### src/rtl/verifier_compute_beta_par.sv
// beta(z, w) = prod_i [w_i*z_i + (1-w_i)*(1-z_i)] mod p, split across parallel element lanes,
// then combined (and optionally scaled) through one shared sequential field multiplier.
`default_nettype none

module verifier_field_mul #(
   parameter int                 F_NBITS = 61,
   parameter logic [F_NBITS-1:0] PRIME   = {F_NBITS{1'b1}}
) (
   input  logic               clk,
   input  logic               rstb,
   input  logic               en_i,
   input  logic [F_NBITS-1:0] a_i,
   input  logic [F_NBITS-1:0] b_i,
   output logic               done_o,
   output logic [F_NBITS-1:0] c_o
);
   localparam int CW = $clog2(F_NBITS + 1);
   localparam logic [F_NBITS:0] P_EXT = {1'b0, PRIME};

   logic [F_NBITS-1:0] a_q, b_q, acc_q, acc_d;
   logic [CW-1:0]      cnt_q;
   logic               busy_q, done_q;
   logic [F_NBITS:0]   dbl, dbl_r, sum;

   // MSB-first double-and-add, reducing after each doubling and each addition
   always_comb begin
      dbl   = {acc_q, 1'b0};
      dbl_r = (dbl >= P_EXT) ? dbl - P_EXT : dbl;
      sum   = dbl_r + (b_q[F_NBITS-1] ? {1'b0, a_q} : '0);
      acc_d = (sum >= P_EXT) ? F_NBITS'(sum - P_EXT) : sum[F_NBITS-1:0];
   end

   always_ff @(posedge clk or negedge rstb) begin
      if (!rstb) begin
         a_q    <= '0;
         b_q    <= '0;
         acc_q  <= '0;
         cnt_q  <= '0;
         busy_q <= 1'b0;
         done_q <= 1'b0;
      end else begin
         done_q <= 1'b0;
         if (!busy_q && en_i) begin
            a_q    <= a_i;
            b_q    <= b_i;
            acc_q  <= '0;
            cnt_q  <= CW'(F_NBITS);
            busy_q <= 1'b1;
         end else if (busy_q) begin
            acc_q <= acc_d;
            b_q   <= {b_q[F_NBITS-2:0], 1'b0};
            cnt_q <= cnt_q - CW'(1);
            if (cnt_q == CW'(1)) begin
               busy_q <= 1'b0;
               done_q <= 1'b1;
            end
         end
      end
   end

   assign done_o = done_q;
   assign c_o    = acc_q;
endmodule

module verifier_compute_beta_elem #(
   parameter int                 F_NBITS = 61,
   parameter logic [F_NBITS-1:0] PRIME   = {F_NBITS{1'b1}}
) (
   input  logic               clk,
   input  logic               rstb,
   input  logic               en_i,
   input  logic               restart_i,
   input  logic [F_NBITS-1:0] w_i,
   input  logic [F_NBITS-1:0] z_i,
   output logic               ready_o,
   output logic [F_NBITS-1:0] beta_o
);
   localparam logic [F_NBITS:0]   P_EXT = {1'b0, PRIME};
   localparam logic [F_NBITS-1:0] ONE   = F_NBITS'(1);

   typedef enum logic [1:0] {E_IDLE, E_WZ, E_ACC} estate_t;

   estate_t            state_q;
   logic [F_NBITS-1:0] w_q, z_q, src_q, beta_q;
   logic               mul_en, mul_done;
   logic [F_NBITS-1:0] mul_a, mul_b, mul_c, factor;

   function automatic logic [F_NBITS-1:0] addm(input logic [F_NBITS-1:0] a, input logic [F_NBITS-1:0] b);
      logic [F_NBITS:0] s;
      s = {1'b0, a} + {1'b0, b};
      if (s >= P_EXT) s = s - P_EXT;
      return s[F_NBITS-1:0];
   endfunction

   function automatic logic [F_NBITS-1:0] subm(input logic [F_NBITS-1:0] a, input logic [F_NBITS-1:0] b);
      return (a >= b) ? a - b : a + (PRIME - b);
   endfunction

   // w*z + (1-w)*(1-z) == 2wz - w - z + 1
   assign factor = subm(subm(addm(addm(mul_c, mul_c), ONE), w_q), z_q);

   assign mul_en = ((state_q == E_IDLE) && en_i) || ((state_q == E_WZ) && mul_done);
   assign mul_a  = (state_q == E_IDLE) ? w_i : src_q;
   assign mul_b  = (state_q == E_IDLE) ? z_i : factor;

   verifier_field_mul #(.F_NBITS(F_NBITS), .PRIME(PRIME)) u_mul (
      .clk    (clk),
      .rstb   (rstb),
      .en_i   (mul_en),
      .a_i    (mul_a),
      .b_i    (mul_b),
      .done_o (mul_done),
      .c_o    (mul_c)
   );

   always_ff @(posedge clk or negedge rstb) begin
      if (!rstb) begin
         state_q <= E_IDLE;
         w_q     <= '0;
         z_q     <= '0;
         src_q   <= '0;
         beta_q  <= '0;
      end else begin
         case (state_q)
            E_IDLE: if (en_i) begin
               w_q     <= w_i;
               z_q     <= z_i;
               src_q   <= restart_i ? ONE : beta_q;
               state_q <= E_WZ;
            end
            E_WZ:  if (mul_done) state_q <= E_ACC;
            E_ACC: if (mul_done) begin
               beta_q  <= mul_c;
               state_q <= E_IDLE;
            end
            default: state_q <= E_IDLE;
         endcase
      end
   end

   assign ready_o = (state_q == E_IDLE);
   assign beta_o  = beta_q;
endmodule

module verifier_compute_beta_par #(
   parameter int                 nCopyBits = 8,
   parameter int                 nLanes    = 2,
   parameter int                 F_NBITS   = 61,
   parameter logic [F_NBITS-1:0] PRIME     = {F_NBITS{1'b1}}
) (
   input  logic               clk,
   input  logic               rstb,
   input  logic               en,
   input  logic               scale_en,
   input  logic [F_NBITS-1:0] scale_in,
   input  logic [F_NBITS-1:0] w_vals [nCopyBits],
   input  logic [F_NBITS-1:0] z_vals [nCopyBits],
   output logic               ready,
   output logic [F_NBITS-1:0] beta_out
);
   localparam int SW  = $clog2(nCopyBits + 1);
   localparam int CXW = $clog2(nLanes + 1);

   if (nCopyBits < 2) begin : g_bad_ncopy
      $error("nCopyBits must be 2 or more");
   end
   if (nLanes < 1 || nLanes > nCopyBits) begin : g_bad_nlanes
      $error("nLanes must be within 1..nCopyBits");
   end

   typedef enum logic [2:0] {
      S_IDLE, S_LANE_ST, S_LANE_RUN, S_COMB_ST, S_COMB_RUN, S_SCALE_ST, S_SCALE_RUN, S_FIN
   } state_t;

   state_t             state_q;
   logic               en_dly_q, scale_en_q, mul_en_q;
   logic [F_NBITS-1:0] scale_q, acc_q, mul_b_q, beta_out_q;
   logic [CXW-1:0]     cidx_q;
   logic               start, mul_done;
   logic [F_NBITS-1:0] mul_c, sel_part;
   logic [nLanes-1:0]  lane_done;
   logic [F_NBITS-1:0] lane_part [nLanes];

   assign start = en & ~en_dly_q;
   assign ready = (state_q == S_IDLE) & ~start;

   for (genvar k = 0; k < nLanes; k++) begin : g_lane
      localparam int STEPS = (nCopyBits - k + nLanes - 1) / nLanes;
      logic [SW-1:0]      cnt_q;
      logic               en_q, done_q, elem_rdy;
      logic [F_NBITS-1:0] w_sel, z_sel;

      // lane k walks bit indices k, k+nLanes, k+2*nLanes, ...
      always_comb begin
         w_sel = '0;
         z_sel = '0;
         for (int s = 0; s < STEPS; s++) begin
            if (cnt_q == SW'(s)) begin
               w_sel = w_vals[k + s*nLanes];
               z_sel = z_vals[k + s*nLanes];
            end
         end
      end

      verifier_compute_beta_elem #(.F_NBITS(F_NBITS), .PRIME(PRIME)) u_elem (
         .clk       (clk),
         .rstb      (rstb),
         .en_i      (en_q),
         .restart_i (cnt_q == '0),
         .w_i       (w_sel),
         .z_i       (z_sel),
         .ready_o   (elem_rdy),
         .beta_o    (lane_part[k])
      );

      always_ff @(posedge clk or negedge rstb) begin
         if (!rstb) begin
            cnt_q  <= '0;
            en_q   <= 1'b0;
            done_q <= 1'b0;
         end else begin
            en_q <= 1'b0;
            if (state_q == S_IDLE && start) begin
               cnt_q  <= '0;
               done_q <= 1'b0;
            end else if (state_q == S_LANE_ST) begin
               en_q <= 1'b1;
            end else if (state_q == S_LANE_RUN && !en_q && !done_q && elem_rdy) begin
               cnt_q <= cnt_q + SW'(1);
               if (cnt_q == SW'(STEPS - 1)) done_q <= 1'b1;
               else                         en_q   <= 1'b1;
            end
         end
      end

      assign lane_done[k] = done_q;
   end

   always_comb begin
      sel_part = '0;
      for (int k = 0; k < nLanes; k++) begin
         if (cidx_q == CXW'(k)) sel_part = lane_part[k];
      end
   end

   verifier_field_mul #(.F_NBITS(F_NBITS), .PRIME(PRIME)) u_comb_mul (
      .clk    (clk),
      .rstb   (rstb),
      .en_i   (mul_en_q),
      .a_i    (acc_q),
      .b_i    (mul_b_q),
      .done_o (mul_done),
      .c_o    (mul_c)
   );

   always_ff @(posedge clk or negedge rstb) begin
      if (!rstb) begin
         state_q    <= S_IDLE;
         en_dly_q   <= 1'b1;
         scale_en_q <= 1'b0;
         scale_q    <= '0;
         acc_q      <= '0;
         cidx_q     <= '0;
         mul_en_q   <= 1'b0;
         mul_b_q    <= '0;
         beta_out_q <= '0;
      end else begin
         en_dly_q <= en;
         mul_en_q <= 1'b0;
         case (state_q)
            S_IDLE: if (start) begin
               scale_en_q <= scale_en;
               scale_q    <= scale_in;
               state_q    <= S_LANE_ST;
            end
            S_LANE_ST: state_q <= S_LANE_RUN;
            S_LANE_RUN: if (&lane_done) begin
               acc_q  <= lane_part[0];
               cidx_q <= CXW'(1);
               if (nLanes == 1) state_q <= scale_en_q ? S_SCALE_ST : S_FIN;
               else             state_q <= S_COMB_ST;
            end
            S_COMB_ST: begin
               mul_en_q <= 1'b1;
               mul_b_q  <= sel_part;
               state_q  <= S_COMB_RUN;
            end
            S_COMB_RUN: if (mul_done) begin
               acc_q  <= mul_c;
               cidx_q <= cidx_q + CXW'(1);
               if (cidx_q == CXW'(nLanes - 1)) state_q <= scale_en_q ? S_SCALE_ST : S_FIN;
               else                            state_q <= S_COMB_ST;
            end
            S_SCALE_ST: begin
               mul_en_q <= 1'b1;
               mul_b_q  <= scale_q;
               state_q  <= S_SCALE_RUN;
            end
            S_SCALE_RUN: if (mul_done) begin
               acc_q   <= mul_c;
               state_q <= S_FIN;
            end
            S_FIN: begin
               beta_out_q <= acc_q;
               state_q    <= S_IDLE;
            end
            default: state_q <= S_IDLE;
         endcase
      end
   end

   assign beta_out = beta_out_q;
endmodule

`default_nettype wire

### config.mk
export PLATFORM = sky130hd
export DESIGN_NAME = verifier_compute_beta_par
export DESIGN_NICKNAME = d
export VERILOG_FILES = /design/src/rtl/verifier_compute_beta_par.sv
export SDC_FILE = /design/constraint.sdc
export NUM_CORES = 2
export LEC_CHECK = 0
export ABC_CLOCK_PERIOD_IN_PS = 21700
export BUFFER_PORTS_ARGS = -buffer_cell sky130_fd_sc_hd__buf_2
export CAP_MARGIN = 20
export CORE_MARGIN = 3
export CORE_UTILIZATION = 30
export CTS_BUF_LIST = sky130_fd_sc_hd__clkbuf_8
export DETAILED_ROUTE_END_ITERATION = 10
export GPL_TIMING_DRIVEN = 0
export HOLD_SLACK_MARGIN = 0.02
export SLEW_MARGIN = 20
export SYNTH_ARGS = -nofsm -noshare
export SYNTH_HDL_FRONTEND = slang
export SYNTH_SLANG_ARGS = --single-unit
### constraint.sdc
create_clock -name clk -period 21.7 [get_ports clk]
set_input_delay 1.085 -clock clk [delete_from_list [all_inputs] [get_ports clk]]
set_output_delay 1.085 -clock clk [all_outputs]
set_load 0.02 [all_outputs]
==> results.md <==
Critical path:
- The logic depth of the worst setup path including buffers is 46.
- The origin of the critical flop-to-flop path is g_lane[1].u_elem.u_mul.c_o[13].
- The setup path with the least slack is of type reg2reg.
- The kind of end point of the critical path is a flip-flop.
- The critical path ends at g_lane[1].u_elem.u_mul.b_q[53].
- The sort of element at the start of the critical path is a flip-flop.
- The kind of cell adding the most delay to the critical path is compound AO/OA/AOI/OAI gates.
- The start point of the critical path is g_lane[1].u_elem.u_mul.c_o[13].
- The largest fanout on the critical path is 10.
- Data on the critical path arrives at its endpoint at 17.17 ns.
- The worst-case reg-to-reg path depth is 46.
- Across all register-to-register paths, the minimum setup slack is 5.38 ns.
- For the worst setup path, the data required time is 22.55 ns.
- The cell with the largest stage delay on the worst path is a211oi_1.
- Counting both buffers and inverters, the worst setup path holds a total of 6.
- In this design, the stage delay of the slowest critical-path cell is 0.80 ns.
- The end of the worst register-to-register path is g_lane[1].u_elem.u_mul.b_q[53].

Timing:
- The final-report setup violation count is 0.
- The final total negative setup slack is 0 ns.
- The max-slew violation count is 0.
- Derived from the worst setup path, the maximum achievable clock frequency is 0.0613 GHz.
- In the finished design, the share of the clock period the worst path needs comes to 0.752.
- At the pin with the least slew margin, the transition time is 1.28 ns.
- The total count of hold-check failures in the final report is 0.
- Setup repair after global routing left no endpoint under its margin.
- The worst-case headroom to the max-slew limit is 0.146.
- Across the routed clock network, the largest skew measured is between 0.1 and 0.15 ns.
- The routed design could run at a clock period as short as 16.32 ns.

Floorplanning:
- The number of rows created at floorplan is approximately 210.
- In this run the count of I/O pins placed on the die edge is 1103.
- In this run the standard cell core region covers 325000 um^2.
- The x dimension of the die is approximately 580 um.
- The starting utilization of the core area is 0.303.
- The height of the chip is 579 um.
- The die area is 335000 um^2.

Yosys:
- The warning count from the yosys run is 0.
- The proportion of netlist area held by the largest area contributor is 0.338.
- The number of enable flip-flop cells after synthesis is 0.
- The net count after synthesis is 13800.
- The synthesized netlist cell count is 12300.
- Sorting the synthesized cells by area gives the leading types as dfrtp_1 34%, nand2_1 6.1%, ha_1 5.8%.
- Of the total synthesized cell area, the portion taken by full adders, half adders and majority gates is 0.0602.
- The unique cell type count in the Yosys netlist is 106.
- Of the post-synthesis cell area, the part taken by muxes is 0.0431.
- The mean instance size in the synthesized netlist is 8.02 um^2.
- The flip-flop cell with the highest count after synthesis is dfrtp_1.
- The combined area of all synthesized cells is approximately 98000 um^2.
- The simple-gate share of the synthesized area is 0.208.
- For this run, the register share of the synthesized area comes to 0.338.
- The number of register bits inferred by synthesis is 1329.
- The cell taking the most area after synthesis is dfrtp_1.
- The xor/xnor cell area share of the yosys netlist is 0.0588.
- The async set or reset register ratio after synthesis is 1.00.
- The dominant combinational cell family by area after synthesis is compound AO/OA/AOI/OAI gates.
- The compound-cell area share of the yosys netlist is 0.242.

Clock tree:
- CTS placed an instance of clkbuf_8 at the clock tree root.
- After clock tree synthesis, the clock-pin slew on the worst setup and hold paths is 0.06 ns.
- TritonCTS built the clock tree.
- In this run the number of H-tree levels came out at 4.
- The number of setup buffers added after CTS is 0.
- The later-pin clock latency in the skew report is 1.05 ns.
- After clock tree synthesis, the repair step resized 0 gates.
- Counting the buffers created by CTS gives 244.
- The buffer levels on the longest clock path is 4.
- The quantity of hold-fixing buffers added after cts is 1.
- For this design, the sink count on the clock tree is 1329.

GRT:
- The number of antenna violations at the first check in global routing was 96.
- The largest net degree at the start of global routing is 137.
- The total global-route track usage is 0.294.
- The remaining global-route overflow is 0.
- The number of global-route vias before repair is 96700.
- The first global-routing pass estimated 714000 um of wire.

Power:
- The relative contribution of sequential cells to total power is 0.470.
- The share of total power dissipated in combinational logic is 0.040.
- The analysis attributes to net switching a power of 1.32 mW.
- IR analysis of the VDD net gives a maximum drop of 0.0465 mV.
- The power share of the clock group is 0.490.
- In this run the power density over the cells is 45.8 nW/um^2.
- The analysis attributes to cell leakage a power of ~53 nW.
- The fraction of power spent switching nets is 0.249.
- The internal power of the cells totals 3.96 mW.

Detailed routing:
- The number of DRC markers in iteration 0 is 11000.
- The first TritonRoute pass finished after 7 iterations.
- The detail-routed via count per cell is 5.68.
- The number of remaining DRC errors is 0.
- The remaining antenna violation count after routing is 0.
- In the final routed layout, each cell accounts on average for 28.4 um.
- The total length of routed wires is slightly above 500000 um.
- The total number of vias is 103000.

Final layout:
- The post-route cell area is 115000 um^2.
- The filler-free cell count of the finished design is 18200.
- The area added between synthesis and finish is 17.0%.
- For this run, the post-layout net count is 15100.
- Of the cells placed in the final design, the portion with a size suffix greater than 1 is 0.140.

Job:
- Max-cap violations in this run came to 0.

Placement:
- After detailed placement, the total cell area comes to 110000 um^2.
- In this run, placement finished with an instance count of 17700.
- The wire-length estimate of the detail-placed layout is 422000 um.
- The congestion estimate from routability-driven global placement came to around 1.
- Buffers placed on the I/O ports in this run total approximately 1100.

Status:
- The run finished with clean final reports.

Worst hold path:
- The kind of path behind the tightest hold check is in2reg.
[metrics by stage]
step                setup slack [ns]  hold WS [ns]   util  power (mW)
floorplan                      10.25         0.440      -        2.53
global placement              -11.81         0.455  0.336        2.73
detailed placement              5.69         0.457  0.338        2.73
CTS                             5.56        0.0855  0.354        5.30
global route                    4.33         0.128  0.354        5.43
finish                          5.38         0.164  0.354        5.27
[power groups by stage]
stage,logic (mW),clock network (mW),registers (mW)
4_1_cts,0.207,2.62,2.48
2_1_floorplan,0.00157,0,2.52
5_1_grt,0.226,2.72,2.48
3_5_place_dp,0.206,0,2.52
3_3_place_gp,0.199,0,2.53
6_report,0.212,2.58,2.48
[synth_stat cells, drive strengths merged (53+ instances only)]
cell type,instances
nand2,1593
dfrtp,1328
o21ai,1088
a21oi,1073
nor2,1034
clkbuf,744
ha,456
inv,450
nor3,422
xnor2,412
a221oi,299
nand4,275
a21o,263
and2,250
xor2,249
mux2,243
a22o,191
nand3,186
mux2i,150
o21bai,133
buf,116
nor4,111
o211ai,94
o22ai,70
and3,66
o21a,66
o31ai,61
nor2b,57
a31oi,53
or3,53
[area by class of cell]
type | instances | area [um^2]
Fill cell | 34600 | 210000
Multi-Input combinational cell | 9630 | 60300
Sequential cell | 1329 | 33300
Timing Repair Buffer | 1125 | 5970
Tap cell | 4325 | 5410
Clock buffer | 299 | 4120
Buffer | 860 | 3330
Inverter | 451 | 1690
Clock inverter | 131 | 980
Antenna cell | 53 | 133
[placed cells by master, fill, tap and decap left out, types with 133 or more instances in the layout]
cell      synthesis  routed
xor2_1          249     249
a22o_1          191     191
nand4_1         274     274
nor3_1          417     404
inv_1           449     519
o21bai_1        133     133
mux2_2          243     243
xnor2_1         412     412
ha_1            456     456
mux2i_1         150     150
clkbuf_1        740     721
nand2_1        1592    1592
a21oi_1        1073    1061
and2_1          247     247
buf_2            58    1160
dfrtp_1        1328    1328
nor2_1         1034    1033
clkbuf_8          0     299
a21o_1          263     263
nand3_1         185     185
a221oi_1        299     298
o21ai_0        1061    1061
[per-layer routing]
metal	global-route usage	routed length, um	vias up
met3	0.0713	48600	946
met1	0.398	221000	50500
met5	0.00241	380	-
li1	-	-	47000
met2	0.435	219000	4962
met4	0.149	29200	40
[registers in the layout, indices dropped and copies added, names as in the netlist, 122 cells and up]
name,flops
g_lane.u_elem.beta_o,122
g_lane.u_elem.src_q,122
g_lane.u_elem.u_mul.a_q,122
g_lane.u_elem.u_mul.b_q,122
g_lane.u_elem.u_mul.c_o,122
g_lane.u_elem.w_q,122
g_lane.u_elem.z_q,122
[how the worst min path moves through the flow]
| stage | from | end | depth (start not counted) |
|---|---|---|---|
| 3_5_place_dp | scale_q[36] | scale_q[36] | 2 |
| 3_3_place_gp | scale_q[36] | scale_q[36] | 2 |
| 2_1_floorplan | scale_q[0] | scale_q[0] | 2 |
| 4_1_cts | en | en_dly_q | 1 |
| 5_1_grt | en | en_dly_q | 1 |
| 6_report | en | en_dly_q | 1 |
[logic make-up after synthesis]
family,after synthesis
and+or+nand+nor,4346
AOI/OAI and AO/OA,3763
DFF,1329
buffers and inverters,1311
xor gates and xnor gates,661
adders and majority gates,467
muxes,393
No activity file was read; power rests on OpenSTA's default activity.
